<file path="config.mk">
export PLATFORM = sky130hd
export DESIGN_NAME = beta_bypass_scoreboard
export DESIGN_NICKNAME = d
export VERILOG_FILES = /design/src/rtl/beta_bypass_scoreboard.sv
export SDC_FILE = /design/constraint.sdc
export NUM_CORES = 1
export LEC_CHECK = 0
export ABC_CLOCK_PERIOD_IN_PS = 2990
export CORE_UTILIZATION = 34
export DETAILED_ROUTE_END_ITERATION = 10
export MAX_ROUTING_LAYER = met4
export PLACE_DENSITY = 0.89
export SLEW_MARGIN = 30
export SYNTH_ARGS = -nofsm -noshare
export SYNTH_HDL_FRONTEND = slang
export SYNTH_SLANG_ARGS = --single-unit
</file>
<file path="constraint.sdc">
create_clock -name clk -period 2.99 [get_ports clk]
set_clock_uncertainty 0.2 [all_clocks]
set_input_delay 0.4485 -clock clk [delete_from_list [all_inputs] [get_ports clk]]
set_output_delay 0.4485 -clock clk [all_outputs]
set_load 0.005 [all_outputs]
</file>
<file path="src/rtl/beta_bypass_scoreboard.sv">
// rtl/beta_bypass_scoreboard.sv - operand bypass and load-use interlock for the pipelined Beta
//
// Tracks destination tags of in-flight instructions (EX..WB). Each decode read
// port gets the youngest in-flight result for its address. If that producer has
// no result yet, stall is raised.
//
// Optional feature macro: BYPASS_STALL_STATS_EN (adds stall_cnt / fwd_cnt outputs)
//
// Ports:
//   clk, reset           clock, asynchronous active-high reset
//   rd_addr  [NRD*AW]    decode read addresses, port p at [p*AW +: AW]
//   rd_use   [NRD]       port p operand is consumed by the decode instruction
//   rf_data  [NRD*DW]    register-file read data per port
//   stg_data [NSTG*DW]   result bus per tracked stage (0=EX, 1=MEM, NSTG-1=WB)
//   id_valid, id_wr      decode holds a real instruction / it writes a register
//   id_dest  [AW]        decode destination register
//   id_rdy   [2]         first stage index whose stg_data carries the result
//   flush                annul the decode instruction
//   rd_data  [NRD*DW]    bypassed operand per port
//   stall                hold PC/IF/ID, insert bubble into EX
//   stall_cnt, fwd_cnt   (BYPASS_STALL_STATS_EN only) saturating event counters
module beta_bypass_scoreboard #(
    parameter int DW       = 32,
    parameter int AW       = 5,
    parameter int NRD      = 2,
    parameter int NSTG     = 3,
    parameter int ZERO_REG = 31
) (
    input  logic              clk,
    input  logic              reset,
    input  logic [NRD*AW-1:0] rd_addr,
    input  logic [NRD-1:0]    rd_use,
    input  logic [NRD*DW-1:0] rf_data,
    input  logic [NSTG*DW-1:0] stg_data,
    input  logic              id_valid,
    input  logic              id_wr,
    input  logic [AW-1:0]     id_dest,
    input  logic [1:0]        id_rdy,
    input  logic              flush,
    output logic [NRD*DW-1:0] rd_data,
    output logic              stall
`ifdef BYPASS_STALL_STATS_EN
    ,
    output logic [31:0]       stall_cnt,
    output logic [31:0]       fwd_cnt
`endif
);

    localparam logic [AW-1:0] ZREG    = AW'(ZERO_REG);
    localparam logic [1:0]    RDY_MAX = 2'(NSTG - 1);

    // Tag pipeline: index 0 is the youngest (EX) instruction.
    logic [NSTG-1:0] vld;
    logic [AW-1:0]   dest [NSTG];
    logic [1:0]      rdy  [NSTG];

    logic [NSTG-1:0] match [NRD];
    logic [NRD-1:0]  hazard;
    logic [1:0]      rdy_in;
    logic            enter_vld;

    // A producer that cannot deliver before WB is treated as a WB producer so
    // the interlock always resolves.
    always_comb begin
        rdy_in = id_rdy;
        if (int'(id_rdy) >= NSTG) begin
            rdy_in = RDY_MAX;
        end
    end

    always_comb begin
        for (int p = 0; p < NRD; p++) begin
            match[p] = '0;
            for (int s = 0; s < NSTG; s++) begin
                match[p][s] = vld[s] && (dest[s] == rd_addr[p*AW +: AW]) &&
                              (rd_addr[p*AW +: AW] != ZREG);
            end
        end
    end

    // Walk oldest to youngest so the youngest matching stage wins; older
    // writers of the same register are architecturally stale.
    always_comb begin
        rd_data = rf_data;
        hazard  = '0;
        for (int p = 0; p < NRD; p++) begin
            for (int s = NSTG - 1; s >= 0; s--) begin
                if (match[p][s]) begin
                    rd_data[p*DW +: DW] = stg_data[s*DW +: DW];
                    hazard[p]           = (int'(rdy[s]) > s) && rd_use[p] && id_valid;
                end
            end
        end
    end

    assign stall     = !reset && !flush && (|hazard);
    assign enter_vld = id_valid && id_wr && (id_dest != ZREG) && !stall && !flush;

    always_ff @(posedge clk or posedge reset) begin
        if (reset) begin
            vld <= '0;
            for (int s = 0; s < NSTG; s++) begin
                dest[s] <= '0;
                rdy[s]  <= '0;
            end
        end else begin
            vld[0]  <= enter_vld;
            dest[0] <= id_dest;
            rdy[0]  <= rdy_in;
            for (int s = 1; s < NSTG; s++) begin
                vld[s]  <= vld[s-1];
                dest[s] <= dest[s-1];
                rdy[s]  <= rdy[s-1];
            end
        end
    end

`ifdef BYPASS_STALL_STATS_EN
    logic any_fwd;

    always_comb begin
        any_fwd = 1'b0;
        for (int p = 0; p < NRD; p++) begin
            if (rd_use[p] && (|match[p])) begin
                any_fwd = 1'b1;
            end
        end
    end

    always_ff @(posedge clk or posedge reset) begin
        if (reset) begin
            stall_cnt <= '0;
            fwd_cnt   <= '0;
        end else begin
            if (stall && (stall_cnt != 32'hFFFF_FFFF)) begin
                stall_cnt <= stall_cnt + 32'd1;
            end
            if (any_fwd && (fwd_cnt != 32'hFFFF_FFFF)) begin
                fwd_cnt <= fwd_cnt + 32'd1;
            end
        end
    end
`endif

endmodule

</file>
Yosys cells after proc, flatten, opt, wreduce, memory -nomap -nowiden:

Index checks and enable logic that the tools add are counted.

* flip-flop bits (word level): 24
* input bits: 184
* word-level logic and storage cells: 67

* order comparisons: 4
* eq/ne operators: 9
* muxes and demuxes: 13
* reductions and logical operators: 34

Operators by type and width (number)
* $mux W32: 6
* $eq A5 B5 Y1: 6
* $logic_and A1 B1 Y1: 30
* $ne A5 B5 Y1 const B: 3
* $mux W1: 6
* $gt A2 B1 Y1 const B: 2
* $logic_not A1 Y1: 3
* $ge A2 B2 Y1 const B: 1
* $gt A2 B2 Y1 const B: 1
* $mux W2: 1
* $reduce_or A2 Y1: 1

Logic depth before layout (Yosys ltp):

Gate-level depths: netlist (run 1).

* depth after elaboration: 11
* mapped depth: 8
* mapped depth without buffers: 6

Least setup slack after synthesis (run 1):

Ideal clock, no wire load.

* path type: input to output
* start: in rd_addr[2]
* end: out rd_data[1]
* arrival: 1740 ps
* path slack: 601 ps
* cell stages on the path: 7
* buffers on the path: 2
* cell sequence: nand3_1 -> nor2_2 -> or4_4 -> buf_6 -> buf_4 -> a211oi_1 -> a21o_1

* cells in the longest elaborated chain, start to end: 6
* elaborated cells between the ends (all ways): 13
* classes of those cells: 4 x eq/ne; 3 x mux; 6 x reduce/logical

Ends and longest elaborated chain
* from (decl): RTL line 31 `input logic [NRD*AW-1:0] rd_addr,`
* $eq A5 B5 Y1: RTL line 75 `match[p][s] = vld[s] && (dest[s] == rd_addr[p*AW +: AW]) &&`
* $logic_and A1 B1 Y1 (2 in series): RTL line 75
* $mux W32 (2 in series): RTL line 88 `if (match[p][s]) begin`
* $mux W32 (*): RTL line 88
* to (decl): RTL line 40 `output logic [NRD*DW-1:0] rd_data,`

Mark *: on every way between the ends. The rest lies on a longest branch, timed or not.

Final worst setup path (run 1):

* start: reg dest[9] (netlist bit)
* end: out rd_data[39]

* cells in the longest elaborated chain, start to end: 5

Ends and longest elaborated chain
* from (decl): RTL line 54 `logic [AW-1:0] dest [NSTG];`
* from (signal, indexed assignment): RTL line 112 `dest[s] <= dest[s-1];`
* $eq A5 B5 Y1: RTL line 75
* $logic_and A1 B1 Y1 (2 in series): RTL line 75
* $mux W32 (2 in series): RTL line 88

Every way passes these cells.

==> flow_summary_export.csv, run 1 <==
group,metric,value,unit
outcome,status,"complete, but fails checks",
outcome,violations,"setup timing",
finish,fin_area,7660,um^2
sta,worstMarginPinSlew,799,ps
global_route,grt_pass1_vias,4523,
synthesis,yosys_warnings,0,
clock_network,clockBufferDepth,2,
sta,finalHoldViolCount,0,
hold_path,hold_path.class,"reg2reg",
clock_network,root_buffer,"clkbuf_8",
global_route,grt_max_degree,45,
clock_network,clk_latency,260,ps
pwr,power_density,163,nW/um^2
worst_setup_path,endpoint_kind,"output port",
finish,drive_above_1_share,42.1,%
global_route,antenna_found_initial,0,
global_route,grt_overflow,0,
synthesis,ys_seq_area_share,18.8,%
floorplan,die-width,98.9,um
synthesis,synth_cell_types,29,
pwr,leakagePower,3.29,nW
finish,num-nets-final,898,
sta,layout_min_cycle_time,3300,ps
hold_path,hold_path.startpoint,"rdy[2]",
place,dp_hpwl,10700,um
clock_network,cts_tree,"built",
drt,routed_wl,18800,um
pwr,p_switching,0.363,mW
worst_setup_path,worst_ep_required_time,2340,ps
place,pre_cts_ws,-705,ps
clock_network,htreeDepth,1,
drt,vias,4759,
pwr,totalPowerFinal,1.25,mW
pwr,clkPwrFrac,17.1,%
worst_setup_path,cp-start-kind,"flop",
floorplan,start_util,34.9,%
sta,post-route-period-util,111,%
drt,wl_per_cell,22.8,um
pwr,comb_power_share,54.3,%
pwr,switching_share,29.1,%
sta,rsz0062_at_grt,"yes",
worst_setup_path,worstPathArrival,2660,ps
sta,layout_setup_ws,-314,ps
place,gp_congestion,0.913,
clock_network,cts_made_buffers,3,
finish,areaGrowthSynthToFinish,140,%
sta,holdWs,153,ps
floorplan,floorplan.rows,35,
pwr,seqPwrFrac,28.6,%
place,place.port_buffers,248,
floorplan,io_pins,249,
synthesis,syn_nets,569,
drt,drt_first_iter_violations,177,
clock_network,clock_sinks,24,
synthesis,ys_seq_elements,24,
pwr,ir_drop,0.000355,V
sta,fmax,303,MHz
sta,setup_viol,46,
global_route,grtUsageTotal,30.8,%
drt,drtPass1Iterations,4,
worst_setup_path,worstPathMaxFanout,11,
worst_setup_path,path_class,"reg2out",
drt,final_antenna_net_count,0,
worst_setup_path,r2r_slack,600,ps
clock_network,clk_pin_slew_worst_paths,80,ps
worst_setup_path,r2r-start,"dest[0]",
floorplan,core_area,9150,um^2
synthesis,avgSynthCellArea,8.30,um^2
place,placed_cell_area,5940,um^2
pwr,internal-power,0.885,mW
floorplan,die_h,98.9,um
drt,drc,0,
drt,avgViaCountPerCell,5.78,
finish,num_antenna_cells,0,
job,max-cap-violations,0,
sta,maxSlewViolCount,0,
global_route,grt_pass1_wl,23200,um
worst_setup_path,startpoint,"dest[9]",
synthesis,syn-cell-area,3200,um^2
sta,max_slew_margin,46.4,%
floorplan,die_area,9790,um^2
synthesis,netlist_instances,385,
layout make-up:
class / count / area [um^2]
repair buffers: 359 / 3710
multi-input cells: 325 / 3140
fillers: 486 / 1500
flip-flops and latches: 24 / 602
well taps: 111 / 139
clock buffers: 4 / 55.1
inverters: 1 / 3.75
worst max-delay path: stages (launching register included):
cell	delay [ps]
dfrtp_1	420
xnor2_1	160
nand4_1	150
or4_4	550
buf_16	210
a211oi_1	270
a21o_1	130
clkdlybuf4s50_1	500
stage by stage:
step | setup TNS [ps] | instances | util (%)
6_report | -6660 | 824 | 83.7
3_3_place_gp | -36250 | 743 | 64.9
5_1_grt | -11080 | 824 | 83.7
3_5_place_dp | -39230 | 743 | 64.9
2_1_floorplan | 0 | 385 | -
4_1_cts | -5860 | 779 | 73.9
power by group through the flow:
stage / clock network [mW] / logic (mW) / registers [mW]
2_1_floorplan: 0 / 0.170 / 0.358
3_3_place_gp: 0 / 0.575 / 0.361
3_5_place_dp: 0 / 0.590 / 0.362
6_report: 0.214 / 0.677 / 0.357
5_1_grt: 0.233 / 0.709 / 0.359
4_1_cts: 0.216 / 0.605 / 0.357
cells by family after synthesis:
logic type             synth area share (%)
flip-flops                             18.8
multiplexers                           20.7
AO/OA/AOI/OAI                          30.7
XOR/XNOR                               8.22
AND/OR/NAND/NOR                        14.9
buffers and inverters                  6.70
layer usage:
metal / track usage, % / up-vias / part of all wire (%)
li1: - / 2099 / -
met1: 33.1 / 2284 / 36
met2: 56.6 / 286 / 51
met3: 4.82 / 90 / 7.1
met4: 11.4 / 0 / 5.6
met5: - / - / 0
flip-flops by register name (all words and copies together), names as in the netlist:
register,cells
dest,15
rdy,6
vld,3
final timing paths:
kind,endpoint,cells past startpoint
setup / recovery,rd_data[39],7
hold / removal,rdy[0],0
setup reg to reg,vld[0],9
hold reg to reg,rdy[0],0
max in group asynchronous,dest[3],2
min in group asynchronous,dest[11],2
timing repair:
action,CTS,global route
gates cloned,7,8
setup endpoints to repair,65,65
hold buffers,0,0
resized for setup,248,192
buffers inserted,25,41
pin swaps,56,42
synthesized netlist by cell type:
cell type  count  area share [%]
a211oi_1      64              15
a21o_1        64              15
a22oi_1        1            0.24
and3_1         1            0.20
buf_2          9             1.4
buf_4          5             1.2
buf_6          6             2.1
clkbuf_1      14             1.6
clkbuf_4       1            0.24
dfrtp_1       24              19
inv_1          1            0.12
mux2i_1       66              21
nand2_1        6            0.70
nand3_1        3            0.47
nand4_1        8             1.6
nand4b_1       1            0.27
nor2_1        64             7.5
nor2_2         2            0.39
nor2b_1        1            0.20
nor3_1         4            0.63
nor3_4         2             1.0
nor3b_1        1            0.24
nor4_2         2            0.78
o21ai_0        1            0.16
o32ai_1        1            0.27
or2_1          1            0.20
or4_4          2            0.70
xnor2_1       22             6.0
xor2_1         8             2.2
layout by cell type (no fill, tap or decap), types with 16 or more instances in the layout:
| cell | synthesis | layout |
|---|---|---|
| a211oi_2 | 0 | 47 |
| a21o_1 | 64 | 64 |
| buf_2 | 9 | 22 |
| buf_4 | 5 | 41 |
| buf_6 | 6 | 34 |
| clkbuf_2 | 0 | 26 |
| clkdlybuf4s50_1 | 0 | 181 |
| dfrtp_1 | 24 | 23 |
| mux2i_1 | 66 | 39 |
| nor2_1 | 64 | 29 |
| nor2_2 | 2 | 16 |
| nor2_4 | 0 | 21 |
| xnor2_1 | 22 | 16 |
No activity file was read; power rests on OpenSTA's default activity.
==> inputs of run 2 (changes only) <==
MAX_ROUTING_LAYER = unset   (was met4)
==> run 2 against run 1 <==
The flow still finishes with violations (setup timing). Combinational power shrank 3%. Clock power is essentially flat. First-iteration DRC count is 18% higher. Wire length barely moved. Die area is the same. Global-route usage down 0.053 points. Largest power group unchanged. Worst setup slack improved by 55 ps. Sequential power is essentially flat. Maximum frequency increased by 1.7%. Non-clock buffer count fell by 14. Core utilization decreased by 1.3 points. Critical endpoint is now rd_data[61]. Critical path type unchanged.
==> flow_summary_export.csv, run 2 (synthesized netlist as in run 1, its figures left out) <==
group,metric,value,unit
place,dp_hpwl,10300,um
sta,layout_min_cycle_time,3250,ps
floorplan,die-width,98.9,um
sta,post-route-period-util,109,%
worst_setup_path,worstPathMaxFanout,5,
pwr,ir_drop,0.000356,V
drt,drc,0,
clock_network,clk_latency,260,ps
floorplan,floorplan.rows,35,
clock_network,cts_made_buffers,3,
global_route,grt_pass1_vias,4563,
global_route,grtUsageTotal,30.7,%
place,pre_cts_ws,-660,ps
worst_setup_path,startpoint,"dest[1]",
global_route,antenna_found_initial,0,
floorplan,die_area,9790,um^2
job,max-cap-violations,0,
sta,layout_setup_ws,-259,ps
hold_path,hold_path.class,"reg2reg",
sta,setup_viol,49,
place,gp_congestion,0.905,
worst_setup_path,cp-start-kind,"flop",
worst_setup_path,path_delay_family,"buffers and inverters",
finish,top_register,"dest",
finish,fin_area,7540,um^2
sta,finalHoldViolCount,0,
drt,final_antenna_net_count,0,
place,place_inst,738,
finish,final_common_cell,"clkdlybuf4s50_1",
worst_setup_path,worstPathCellList,"xnor2_1 > nand4_1 > nor3_4 > buf_6 > buf_12 > mux2i_1 > a211oi_2 > a21o_1 > clkdlybuf4s50_1",
sta,rsz0062_at_grt,"yes",
clock_network,clock_sinks,24,
clock_network,clk_pin_slew_worst_paths,80,ps
finish,largest_registers,"dest x15, rdy x6, vld x3",
worst_setup_path,r2r_slack,460,ps
finish,num-nets-final,884,
drt,drt_first_iter_violations,208,
worst_setup_path,endpoint_kind,"output port",
sta,fmax,308,MHz
floorplan,start_util,34.9,%
finish,num_antenna_cells,0,
worst_setup_path,crit_slowest_cell,"clkdlybuf4s50_1",
outcome,violations,"setup timing",
place,placed_cell_area,5920,um^2
floorplan,die_h,98.9,um
drt,routed_wl,18800,um
pwr,power_density,163,nW/um^2
outcome,status,"complete, but fails checks",
worst_setup_path,r2r-start,"dest[8]",
finish,largest_register_ffs,15,
finish,areaGrowthSynthToFinish,136,%
hold_path,hold_path.startpoint,"rdy[2]",
global_route,grt_max_degree,43,
pwr,leakagePower,3.20,nW
global_route,grt_overflow,0,
drt,drtPass1Iterations,5,
pwr,totalPowerFinal,1.23,mW
drt,vias,4755,
sta,maxSlewViolCount,0,
floorplan,core_area,9150,um^2
drt,avgViaCountPerCell,5.87,
global_route,grt_pass1_wl,23500,um
worst_setup_path,path_class,"reg2out",
place,place.port_buffers,248,
sta,holdWs,155,ps
worst_setup_path,crit_buf_inv,3,
clock_network,htreeDepth,1,
finish,fin_cells,810,
sta,max_slew_margin,45.3,%
clock_network,root_buffer,"clkbuf_8",
worst_setup_path,crit_path_max_incr_delay,450,ps
worst_setup_path,worst_ep_required_time,2340,ps
finish,layout_common_cells,"clkdlybuf4s50_1, a21o_1, a211oi_2",
finish,drive_above_1_share,42.5,%
clock_network,clockBufferDepth,2,
clock_network,cts_tree,"built",
floorplan,io_pins,249,
worst_setup_path,worstPathArrival,2600,ps
drt,wl_per_cell,23.2,um
sta,worstMarginPinSlew,815,ps
run 2: cell count changes in the layout (fill, tap and decap cells not counted), moves of 3 or more:
cell and delta:
nor2_1 -5, a211oi_1 -3, dlymetal6s2s_1 -4, buf_4 -4, buf_16 +3, clkdlybuf4s50_1 -7
clkbuf_2 +4, clkdlybuf4s15_1 +6, nor2_4 +7, buf_6 -8, buf_8 -4
run 2: final timing paths:
kind                       depth (start not counted)          end
hold reg to reg                                    0       rdy[0]
setup / recovery                                   9  rd_data[61]
hold / removal                                     0       rdy[0]
max in group asynchronous                          2      dest[8]
min in group asynchronous                          2     dest[10]
setup reg to reg                                   9       vld[0]
run 2: through the flow:
stage               TNS, ps  util (%)
finish                -3550      82.4
CTS                   -8870      74.4
global placement     -34400      64.6
detailed placement   -36530      64.6
global route          -8580      82.4
floorplan                 0         -
run 2: what timing repair did:
action                                  CTS  global route
hold buffers                              0             0
cloned                                   11             8
gates resized for setup                 239           210
setup buffers                            24            33
endpoints found under the setup margin   65            65
pin swaps                                45            45
run 2: worst reg2reg max path: cells and delay by family (launching register included):
family                 cells  cell delay, ps
multiplexers               1             170
flip-flops                 1             450
XOR/XNOR                   1             150
buffers and inverters      3             450
AND/OR/NAND/NOR            3             700
AO/OA/AOI/OAI              1             290
run 2: where the power goes:
| part | switching (mW) | internal [mW] |
|---|---|---|
| Sequential | 0.0172 | 0.340 |
| Combinational | 0.245 | 0.415 |
| Clock | 0.0963 | 0.117 |
run 2: final cells by class:
class	instances	area (um^2)
clock buffer	4	55.1
fill	481	1610
inverter	1	3.75
multi-input combinational	325	3180
sequential	24	602
tap	111	139
timing repair buffer	345	3560
run 2: layer usage:
| metal | up-vias | track usage (%) | routed length [um] |
|---|---|---|---|
| li1 | 2076 | - | - |
| met1 | 2282 | 33.6 | 6830 |
| met2 | 294 | 58.1 | 9430 |
| met3 | 103 | 5.53 | 1360 |
| met4 | 0 | 12.1 | 1210 |
| met5 | - | 0 | 0 |
